## src/rtl/rename_controller.sv

```systemverilog
// Rename controller: circular ROB tag queue with RAT request/remove sequencing and a flush walk.
// Ready and RAT port outputs are combinational; a flush walks every arch id before dispatch resumes.
module rename_controller #(
   parameter int ARCH_ENTRY      = 32,
   parameter int ROB_ENTRY       = 4,
   parameter int ARCH_ENTRY_LOG2 = $clog2(ARCH_ENTRY),
   parameter int ROB_ENTRY_LOG2  = $clog2(ROB_ENTRY)
) (
   input  logic                       CLK,
   input  logic                       RSTN,
   input  logic                       disp_valid,
   input  logic                       disp_rd_we,
   input  logic [ARCH_ENTRY_LOG2-1:0] disp_rd_id,
   output logic                       disp_ready,
   output logic [ROB_ENTRY_LOG2-1:0]  disp_rob_tag,
   input  logic                       cmt_valid,
   output logic                       cmt_ready,
   output logic [ROB_ENTRY_LOG2-1:0]  cmt_tag,
   input  logic                       flush,
   output logic                       flush_busy,
   output logic                       rat_register_request,
   output logic                       rat_register_remove,
   output logic [ARCH_ENTRY_LOG2-1:0] rat_register_arch_id,
   output logic [ROB_ENTRY_LOG2-1:0]  rat_register_alias,
   output logic [ARCH_ENTRY_LOG2-1:0] rat_chk_arch_id,
   input  logic                       rat_chk_busy,
   input  logic [ROB_ENTRY_LOG2-1:0]  rat_chk_alias
);

   typedef enum logic {ST_RUN, ST_FLUSH} state_t;

   localparam logic [ROB_ENTRY_LOG2:0]    FULL_CNT  = (ROB_ENTRY_LOG2+1)'(ROB_ENTRY);
   localparam logic [ARCH_ENTRY_LOG2-1:0] WALK_LAST = ARCH_ENTRY_LOG2'(ARCH_ENTRY-1);

   state_t                       state_q, state_d;
   logic [ROB_ENTRY_LOG2-1:0]    head_q, head_d;
   logic [ROB_ENTRY_LOG2-1:0]    tail_q, tail_d;
   logic [ROB_ENTRY_LOG2:0]      count_q, count_d;
   logic [ARCH_ENTRY_LOG2-1:0]   walk_q, walk_d;
   logic [ARCH_ENTRY_LOG2-1:0]   rd_id_q [ROB_ENTRY];
   logic                         rd_we_q [ROB_ENTRY];

   logic [ARCH_ENTRY_LOG2-1:0]   head_rd_id;
   logic                         head_rd_we;
   logic                         running;
   logic                         not_empty;
   logic                         need_rm;
   logic                         need_reg;
   logic                         disp_fire;
   logic                         cmt_fire;

   assign head_rd_id = rd_id_q[head_q];
   assign head_rd_we = rd_we_q[head_q];
   assign running    = (state_q == ST_RUN);
   assign not_empty  = (count_q != '0);

   // A remove is only legal while the RAT still maps the head's rd to the head tag.
   assign need_rm  = not_empty && head_rd_we && (head_rd_id != '0) &&
                     rat_chk_busy && (rat_chk_alias == head_q);
   assign need_reg = disp_valid && disp_rd_we && (disp_rd_id != '0);

   assign cmt_ready  = running && !flush && not_empty;
   // The RAT has one write port: a remove and a request for different arch ids cannot share a cycle.
   assign disp_ready = running && !flush && (count_q < FULL_CNT) &&
                       !(cmt_valid && need_rm && need_reg && (disp_rd_id != head_rd_id));

   assign disp_fire = disp_valid && disp_ready;
   assign cmt_fire  = cmt_valid && cmt_ready;

   assign disp_rob_tag    = tail_q;
   assign cmt_tag         = head_q;
   assign rat_chk_arch_id = head_rd_id;
   assign flush_busy      = (state_q == ST_FLUSH);

   always_comb begin
      rat_register_request = 1'b0;
      rat_register_remove  = 1'b0;
      rat_register_arch_id = '0;
      rat_register_alias   = '0;
      if (!running) begin
         rat_register_remove  = 1'b1;
         rat_register_arch_id = walk_q;
      end else if (disp_fire && need_reg) begin
         rat_register_request = 1'b1;
         rat_register_arch_id = disp_rd_id;
         rat_register_alias   = tail_q;
      end else if (cmt_fire && need_rm) begin
         rat_register_remove  = 1'b1;
         rat_register_arch_id = head_rd_id;
         rat_register_alias   = head_q;
      end
   end

   always_comb begin
      state_d = state_q;
      head_d  = head_q;
      tail_d  = tail_q;
      count_d = count_q;
      walk_d  = walk_q;
      case (state_q)
         ST_RUN: begin
            if (flush) begin
               head_d  = '0;
               tail_d  = '0;
               count_d = '0;
               walk_d  = '0;
               state_d = ST_FLUSH;
            end else begin
               if (disp_fire) tail_d = tail_q + 1'b1;
               if (cmt_fire)  head_d = head_q + 1'b1;
               if (disp_fire && !cmt_fire)      count_d = count_q + 1'b1;
               else if (!disp_fire && cmt_fire) count_d = count_q - 1'b1;
            end
         end
         ST_FLUSH: begin
            walk_d = walk_q + 1'b1;
            if (walk_q == WALK_LAST) state_d = ST_RUN;
         end
         default: state_d = ST_RUN;
      endcase
   end

   always_ff @(posedge CLK or negedge RSTN) begin
      if (!RSTN) begin
         state_q <= ST_RUN;
         head_q  <= '0;
         tail_q  <= '0;
         count_q <= '0;
         walk_q  <= '0;
         for (int i = 0; i < ROB_ENTRY; i++) begin
            rd_id_q[i] <= '0;
            rd_we_q[i] <= 1'b0;
         end
      end else begin
         state_q <= state_d;
         head_q  <= head_d;
         tail_q  <= tail_d;
         count_q <= count_d;
         walk_q  <= walk_d;
         if (disp_fire) begin
            rd_id_q[tail_q] <= disp_rd_id;
            rd_we_q[tail_q] <= disp_rd_we;
         end
      end
   end

endmodule
```

## config.mk

```make
export PLATFORM = sky130hd
export DESIGN_NAME = rename_controller
export DESIGN_NICKNAME = d
export VERILOG_FILES = /design/src/rtl/rename_controller.sv
export SDC_FILE = /design/constraint.sdc
export NUM_CORES = 1
export LEC_CHECK = 0
export BUFFER_PORTS_ARGS = -buffer_cell sky130_fd_sc_hd__buf_2
export CORE_ASPECT_RATIO = 1.1
export CORE_MARGIN = 4
export CORE_UTILIZATION = 60
export DETAILED_ROUTE_END_ITERATION = 10
export MAX_ROUTING_LAYER = met4
export PLACE_DENSITY = 0.82
export SLEW_MARGIN = 15
export SYNTH_ARGS = -nofsm -noshare
export SYNTH_HDL_FRONTEND = slang
export SYNTH_SLANG_ARGS = --single-unit
```

## constraint.sdc

```tcl
create_clock -name CLK -period 6.1 [get_ports CLK]
set_input_delay 0.915 -clock CLK [delete_from_list [all_inputs] [get_ports CLK]]
set_output_delay 0.915 -clock CLK [all_outputs]
set_load 0.02 [all_outputs]
```

==> results of run 1 <==
[layer usage]
metal  GRT usage  up-vias  share of wire
met5           -        -              0
met2      0.3578       46           0.51
met4     0.09155        0          0.016
li1            -      736              -
met1      0.2937      793           0.42
met3     0.05627        8          0.046
[worst paths after layout]
check | start | end | cells after the start
max in group asynchronous | RSTN | rd_id_q[6] | 1
max reg2reg | cmt_tag[0] | count_q[1] | 8
min in group asynchronous | RSTN | count_q[0] | 1
min | rd_id_q[14] | rd_id_q[14] | 1
min reg2reg | rd_id_q[14] | rd_id_q[14] | 1
max | cmt_tag[0] | rat_register_arch_id[2] | 9
[final cells by class]
class | count | area share
Clock buffer | 7 | 0.02350
Inverter | 5 | 0.008013
Timing Repair Buffer | 34 | 0.07265
Tap cell | 48 | 0.02564
Multi-Input combinational cell | 133 | 0.4749
Sequential cell | 37 | 0.3953
[report_power, final]
part,total (W),internal [W],switching (W)
Clock,0.000132,0.0000544,0.0000781
Sequential,0.000389,0.000303,0.0000856
Combinational,0.000345,0.000168,0.000177
Total,0.000867,0.000526,0.000340
[synth_stat cells, types with 2 or more instances]
cell type  instances
ha_1               6
a21oi_1            6
o21ai_0            4
and2_1             4
nor2_1            11
nor3_1             6
xor2_1             4
clkbuf_1           6
mux4_1             2
or3_1              3
nand3_1            3
nand2_1           13
mux2_2            25
mux2i_1            3
a22o_1             7
a21oi_2            2
inv_1              4
xnor2_1            5
and3_1             3
mux4_2             3
or4_1              2
o211ai_1           2
nand2b_1           2
o2111ai_1          2
dfrtp_1           37
a221o_1            4
[logic make-up (layout without fill, tap and decap cells)]
logic type,count (synthesis),in the layout
fa+ha+maj,7,7
simple gates,51,51
flops,37,37
compound gates,33,33
mux,33,33
xor+xnor,9,9
buf+inv,13,46
[state kept, by name, indices dropped and copies added, names as in the netlist]
| signal | flops |
|---|---|
| cmt_tag | 2 |
| count_q | 3 |
| disp_rob_tag | 2 |
| rd_id_q | 20 |
| walk_q | 5 |
| flush_busy | 1 |
| rd_we_q | 4 |
[per-stage QoR]
stage	hold WS [ns]	instances	power [W]
floorplan	0.4659	183	0.0006344
global placement	0.4791	257	0.0007198
detailed placement	0.4847	257	0.0007381
CTS	0.5080	264	0.0008708
global route	0.5285	264	0.0009218
finish	0.5075	264	0.0008666
==> flow_summary_export.csv, run 1 <==
group,metric,value,unit
cts,cts_resized,0,
synthesis,muxShareOfSynthArea,0.2062,
floorplan,die_h,69.95,um
final_layout,final_area,2342,um2
setup_path,crit_slowest_cell,"dfrtp_1",
synthesis,synth_xor_area_frac,0.03766,
setup_path,required,5.18,ns
cts,cts_tree,"built",
run_status,status,"complete, no violations",
synthesis,yosys.area_share.adder,0.04543,
final_layout,n_fill_cell,266,
drt,drc,0,
drt,ant_nets,0,
final_layout,drive_gt1_frac,0.3426,
place,placed_cell_area,2282,um2
pwr,p_leak,1.178,nW
grt,gr-total-overflow,0,
drt,wl_per_cell,17.61,um
synthesis,synth-seq-area-share,0.4423,
timing,setup_ws,1.723,ns
timing,post-route-min-period,4.377,ns
cts,cts-htree-levels,2,
setup_path,path_delay_family,"simple AND/OR/NAND/NOR gates",
timing,worstMarginPinSlew,0.8209,ns
grt,grt_pass1_vias,1577,
cts,clockBufferDepth,2,
timing,finalCritPeriodShare,0.7176,
setup_path,cp_cell_sequence,"mux4_1 -> or4_1 -> nor2_1 -> nor3_1 -> a21bo_2 -> inv_2 -> a21oi_2 -> a221o_1 -> buf_2",
place,dp_slack,2.117,ns
synthesis,synth_ff_type,"dfrtp_1",
final_layout,finish.utilization,0.6975,
setup_path,cp_num_buf_inv,2,
synthesis,ys_ff_latch,37,
place,port_buffers,34,
timing,hold_violations,0,
setup_path,critPathCaptureType,"output port",
timing,max_slew_margin,0.4527,
drt,viasPerCell,5.996,
grt,grt_max_degree,38,
synthesis,postSynthCellCount,183,
flow_run,maxCapViolations,0,
synthesis,avgSynthCellArea,11.44,um2
cts,root_buffer,"clkbuf_4",
min_path,hold_class,"flip-flop to flip-flop",
setup_path,path_class,"flip-flop to output port",
synthesis,netlist_area,2093,um2
drt,vias,1583,
cts,clkSinkCount,37,
floorplan,die_area,4499,um2
timing,max_freq,228.4,MHz
cts,numCtsBuffers,5,
final_layout,finalNetCount,237,
pwr,power_density,370.0,nW/um2
setup_path,crit_fanout,14,
synthesis,yosys.area_share.simple,0.1201,
synthesis,synth-async-reset-ratio,1.000,
synthesis,synth_area_leaders,"dfrtp_1 (44%), mux2_2 (13%), ha_1 (3.6%), mux4_2 (3.2%), a22o_1 (2.9%)",
floorplan,die_w,64.32,um
timing,rsz0062_at_grt,"no",
final_layout,syn_to_final_growth,11.89,%
cts,clk_latency,0.34,ns
grt,grt_usage,0.2316,
final_layout,layout_commonest_cell,"dfrtp_1",
place,dp_hpwl,3.431,mm
setup_path,arrival,3.46,ns
cts,hold_buffers,0,
synthesis,synth-warning-count,0,
pwr,ir_worst_vdd,0.1968,mV
setup_path,cpPeakStageDelay,0.72,ns
final_layout,diodes,0,
floorplan,row_count,22,
cts,post_cts_buffers,0,
final_layout,multi_input_area,1112,um2
timing,setup_viol,0,
grt,antenna_found_initial,0,
floorplan,start_util,0.6233,
synthesis,syn-num-nets,204,
setup_path,ff2ff_setup_slack,2.50,ns
floorplan,io_pins,35,
synthesis,synth_top_family_by_area,"multiplexers",
drt,drt_first_pass_iters,4,
synthesis,synth_edf_count,0,
place,gp_congestion,0.9629,
timing,final_max_slew_viol_count,0,
final_layout,layout.cells.most_common_list,"dfrtp_1 (37), buf_2 (34), mux2_2 (25)",
final_layout,seq_area,925.9,um2
drt,totalWireLength,4.649,mm
cts,cts.clk_slew.worst_paths,0.11,ns
synthesis,synth_area_leader_cell,"dfrtp_1",
synthesis,synth_cell_types,40,
drt,drtIter0Drc,111,
synthesis,synth.top_cell.area_share,0.4423,
setup_path,start_kind,"flip-flop",
grt,grt_pass1_wl,7.741,mm
timing,skew,0.01539,ns
timing,finalSetupTns,0,ns
floorplan,fp.coreArea,3358,um2
synthesis,synth_compound_area_frac,0.1195,
No activity file was read; power rests on OpenSTA's default activity.
==> run 2: changes to the inputs <==
- CORE_UTILIZATION: 60 -> 56
- PLACE_DENSITY: 0.82 -> 0.77
- clock period: 6.1 -> 4.1 ns (I/O delays scaled with it)
==> run 2 against run 1 <==
Sequential share of layout area down 1.2 points. Die area up 6.3%. First-iteration DRC count up 23%. Core utilization down 3.1 points. Largest power group unchanged. Routed wire length up 4.5%. Critical path depth unchanged. Sequential cell count unchanged. Critical path type unchanged.
==> flow_summary_export.csv, run 2 (same netlist as run 1, synthesis figures left out) <==
group,metric,value,unit
run_status,status,"complete, no violations",
pwr,ir_worst_vdd,0.3150,mV
final_layout,diodes,0,
grt,grt_pass1_vias,1614,
final_layout,syn_to_final_growth,15.42,%
floorplan,start_util,0.5773,
grt,met2_usage,0.3892,
setup_path,crit_fanout,14,
timing,worstMarginPinSlew,0.7961,ns
floorplan,die_h,72.12,um
timing,post-route-min-period,3.867,ns
final_layout,drive_gt1_frac,0.3562,
cts,root_buffer,"clkbuf_8",
drt,drt_first_pass_iters,4,
final_layout,layout.cells.most_common_list,"dfrtp_1 (36), buf_2 (34), mux2_2 (25)",
grt,antenna_found_initial,0,
floorplan,die_w,66.30,um
grt,grt_usage,0.2346,
pwr,power_density,584.9,nW/um2
cts,cts_tree,"built",
final_layout,final_area,2416,um2
grt,gr-max-usage-layer,"met2",
timing,skew,0.003713,ns
setup_path,start_kind,"flip-flop",
floorplan,fp.coreArea,3626,um2
final_layout,n_fill_cell,298,
timing,max_slew_margin,0.4693,
drt,drtIter0Drc,137,
setup_path,required,3.48,ns
grt,use_met1,0.2729,
setup_path,path_class,"flip-flop to output port",
cts,clockBufferDepth,2,
floorplan,row_count,23,
drt,drc,0,
flow_run,maxCapViolations,0,
setup_path,reg2reg_to,"count_q[1]",
place,port_buffers,34,
timing,setup_viol,0,
drt,totalWireLength,4.857,mm
timing,hold_violations,0,
setup_path,crit_slowest_cell,"mux4_1",
drt,vias,1633,
setup_path,critPathCaptureType,"output port",
floorplan,io_pins,35,
drt,ant_nets,0,
setup_path,crit_start,"cmt_tag[0]",
place,dp_hpwl,3.632,mm
timing,finalSetupTns,0,ns
place,gp_congestion,0.8853,
setup_path,cp_cell_sequence,"mux4_1 -> or4_1 -> nor2_1 -> nor3_1 -> a21bo_2 -> inv_2 -> a21oi_2 -> a221o_1 -> buf_2",
place,placed_cell_area,2300,um2
cts,clkSinkCount,37,
min_path,hold_class,"input port to asynchronous set/reset pin",
floorplan,die_area,4781,um2
cts,hold_buffers,0,
setup_path,timing.rr.start,"cmt_tag[0]",
timing,final_max_slew_viol_count,0,
cts,post_cts_buffers,0,
cts,cts_resized,0,
setup_path,cp_num_buf_inv,2,
grt,grt_use_met3,0.05728,
timing,fin_hold_ws,0.4024,ns
grt,grt_pass1_wl,8.066,mm
pwr,p_leak,1.211,nW
drt,wl_per_cell,18.06,um
cts,clk_latency,0.29,ns
cts,cts.clk_slew.worst_paths,0.07,ns
cts,cts-htree-levels,2,
setup_path,ff2ff_setup_slack,0.96,ns
cts,numCtsBuffers,5,
timing,finalCritPeriodShare,0.9432,
drt,viasPerCell,6.071,
timing,rsz0062_at_grt,"no",
setup_path,r2r_cells,9,
grt,gr-total-overflow,0,
setup_path,arrival,3.25,ns
final_layout,layout_commonest_cell,"dfrtp_1",
final_layout,finalNetCount,239,
setup_path,cpPeakStageDelay,0.67,ns
setup_path,path_delay_family,"simple AND/OR/NAND/NOR gates",
timing,max_freq,258.6,MHz
final_layout,top_regs,"rd_id_q (20), walk_q (5), rd_we_q (4)",
grt,grt_max_degree,38,
final_layout,largest_reg_flops,20,
final_layout,regMostFlops,"rd_id_q",
[run 2: changes by cell type in the layout (fill, tap and decap cells not counted), sizes merged]
cell,before,now
buf,34,36
bufinv,0,1
clkbuf,7,5
clkinv,0,1
clkinvlp,0,1
[run 2: cell type report]
| type | count | area, um2 | area share |
|---|---|---|---|
| Multi-Input combinational cell | 133 | 1107 | 0.4583 |
| Sequential cell | 37 | 927.1 | 0.3837 |
| Timing Repair Buffer | 36 | 185.2 | 0.07664 |
| Clock buffer | 5 | 68.82 | 0.02848 |
| Tap cell | 50 | 62.56 | 0.02589 |
| Clock inverter | 3 | 46.29 | 0.01916 |
| Inverter | 5 | 18.77 | 0.007768 |
[run 2: per-stage QoR]
step / utilization / total power, W / std cells / worst slack, ns
after floorplan: - / 0.0009439 / 183 / 0.4034
after global placement: 0.6342 / 0.001069 / 261 / 0.5397
after detailed placement: 0.6342 / 0.001097 / 261 / 0.4475
after CTS: 0.6660 / 0.001419 / 269 / 0.1166
after global routing: 0.6663 / 0.001498 / 269 / 0.07946
final: 0.6663 / 0.001413 / 269 / 0.2328
[run 2: layer usage]
metal,wire [um],part of all wire,up-vias
li1,-,-,747
met1,1946,0.40,810
met2,2552,0.53,65
met3,244,0.050,11
met4,113,0.023,0
met5,0,0,-
[run 2: power breakdown]
group | switching [W] | internal, W
logic | 0.000267 | 0.000251
registers | 0.000124 | 0.000453
clock network | 0.000137 | 0.000182
[run 2: worst max-delay path by stage]
stage | end | slack, ns | cells past startpoint
CTS | rat_register_arch_id[1] | 0.12 | 9
global placement | rat_register_arch_id[1] | 0.54 | 9
finish | rat_register_arch_id[3] | 0.23 | 9
floorplan | rat_register_arch_id[3] | 0.40 | 8
global route | rat_register_arch_id[1] | 0.08 | 9
detailed placement | rat_register_arch_id[1] | 0.45 | 9
==> run 3: changes to the inputs <==
- BUFFER_PORTS_ARGS: -buffer_cell sky130_fd_sc_hd__buf_2 -> default
- CORE_UTILIZATION: 56 -> 63
- DONT_BUFFER_PORTS: default -> 1
==> run 3 against run 2 <==
Non-clock buffer count shrank 28. Register-to-register slack lost 0.29 ns. Sequential share of layout area up 2.7 points. Combinational power decreased by 6.6%. Sequential power rose by 2%. First-iteration DRC count fell by 5.8%. Setup slack got worse by 0.078 ns. Highest routed layer unchanged.
==> flow_summary_export.csv, run 3 (same netlist as run 1, synthesis figures left out) <==
group,metric,value,unit
run_status,status,"complete, no violations",
timing,setup_viol,0,
final_layout,finalNetCount,211,
floorplan,start_util,0.6695,
final_layout,layout.cells.most_common_list,"dfrtp_1 (36), mux2_2 (25), nand2_1 (13)",
setup_path,reg2reg_to,"count_q[1]",
final_layout,multi_input_area,1112,um2
pwr,p_leak,1.087,nW
setup_path,crit_fanout,7,
cts,cts_tree,"built",
pwr,ir_worst_vdd,0.3114,mV
drt,wl_per_cell,21.74,um
flow_run,maxCapViolations,0,
drt,drt_first_pass_iters,4,
place,placed_cell_area,2147,um2
timing,max_freq,253.4,MHz
place,dp_hpwl,3.613,mm
setup_path,r2r_cells,8,
cts,cts-htree-levels,2,
drt,vias,1525,
timing,skew,0.01906,ns
final_layout,n_fill_cell,225,
place,gp_congestion,0.8927,
grt,grt_max_degree,38,
setup_path,cp_cell_sequence,"mux4_2 -> or4_1 -> nor2_2 -> nor3_1 -> a21bo_2 -> inv_4 -> a21oi_2 -> a221o_1",
floorplan,fp.coreArea,3127,um2
final_layout,diodes,0,
setup_path,start_kind,"flip-flop",
final_layout,top_regs,"rd_id_q (20), walk_q (5), rd_we_q (4)",
drt,drtIter0Drc,129,
place,dp_slack,0.4012,ns
place,port_buffers,0,
cts,clockBufferDepth,2,
timing,post-route-min-period,3.946,ns
timing,worstMarginPinSlew,0.8703,ns
floorplan,die_h,68.46,um
drt,totalWireLength,4.891,mm
cts,numCtsBuffers,5,
grt,grt_pass1_vias,1534,
drt,drc,0,
timing,max_slew_margin,0.4198,
final_layout,layout_commonest_cell,"dfrtp_1",
timing,setup_ws,0.1544,ns
drt,viasPerCell,6.778,
setup_path,critPathCaptureType,"output port",
final_layout,final_area,2257,um2
grt,gr-total-overflow,0,
setup_path,timing.rr.start,"cmt_tag[0]",
setup_path,cpPeakStageDelay,0.68,ns
timing,final_max_slew_viol_count,0,
grt,antenna_found_initial,0,
setup_path,path_class,"flip-flop to output port",
final_layout,seq_area,927.1,um2
cts,clk_latency,0.37,ns
final_layout,drive_gt1_frac,0.2723,
cts,clkSinkCount,37,
final_layout,largest_reg_flops,20,
final_layout,regMostFlops,"rd_id_q",
setup_path,required,3.48,ns
timing,hold_violations,0,
floorplan,io_pins,35,
floorplan,row_count,21,
min_path,hold_class,"input port to asynchronous set/reset pin",
cts,root_buffer,"clkbuf_4",
cts,cts.clk_slew.worst_paths,0.13,ns
grt,grt_usage,0.2531,
pwr,power_density,590.9,nW/um2
setup_path,crit_slowest_cell,"mux4_2",
floorplan,die_area,4310,um2
grt,grt_pass1_wl,7.790,mm
setup_path,ff2ff_setup_slack,0.67,ns
floorplan,die_w,62.96,um
timing,finalCritPeriodShare,0.9623,
drt,ant_nets,0,
setup_path,arrival,3.33,ns
final_layout,syn_to_final_growth,7.830,%
[run 3: worst max path at each step]
stage	cells past startpoint	slack, ns	start	endpoint
floorplan	8	0.40	cmt_tag[0]	rat_register_arch_id[3]
global placement	8	0.44	cmt_tag[0]	rat_register_arch_id[1]
detailed placement	8	0.40	cmt_tag[0]	rat_register_arch_id[1]
CTS	8	0.11	cmt_tag[0]	rat_register_arch_id[1]
global route	8	-0.002	cmt_tag[0]	rat_register_arch_id[3]
finish	8	0.15	cmt_tag[0]	rat_register_arch_id[3]
[run 3: metrics by stage]
step | std cells | hold WS (ns) | setup TNS (ns) | util | total power [W]
global route | 225 | 0.05479 | -0.002169 | 0.7219 | 0.001406
CTS | 225 | 0.06135 | 0 | 0.7195 | 0.001331
floorplan | 183 | 0.3194 | 0 | - | 0.0009439
detailed placement | 216 | 0.3204 | 0 | 0.6867 | 0.001058
global placement | 216 | 0.3204 | 0 | 0.6867 | 0.001027
finish | 225 | 0.05469 | 0 | 0.7219 | 0.001334
[run 3: layout make-up]
type                            instances  share of cell area
Clock buffer                            5             0.01663
Multi-Input combinational cell        133              0.4928
Timing Repair Buffer                    8             0.03215
Inverter                                5            0.009424
Tap cell                               34             0.01885
Clock inverter                          3             0.01940
Sequential cell                        37              0.4108
[run 3: critical path, delay by kind of cell (launching register included)]
kind | cells | cell delay (ns)
compound gates | 3 | 0.85
buf+inv | 1 | 0.11
flops | 1 | 0.55
mux | 1 | 0.68
simple gates | 3 | 0.78
[run 3: repair_timing]
item / CTS / global route
gates resized for setup: 1 / 3
hold buffers: 1 / 0
endpoints found under the setup margin: 6 / 6
endpoints found under the hold margin: 37 / 0
setup buffers: 0 / 0
pin swaps: 0 / 3
[run 3: metal layers]
metal	vias up	part of all wire	wire (um)	track usage
met5	-	0	0	-
met4	0	0.028	138	0.1129
met3	14	0.074	363	0.07225
met2	57	0.51	2508	0.4229
met1	768	0.38	1882	0.2872
li1	686	-	-	-
[run 3: power by group]
group | leakage [nW] | switching (W) | internal, W
sequential | 0.478 | 0.000135 | 0.000452
combinational | 0.564 | 0.000248 | 0.000236
clock | 0.0456 | 0.000134 | 0.000129
total | 1.09 | 0.000517 | 0.000817
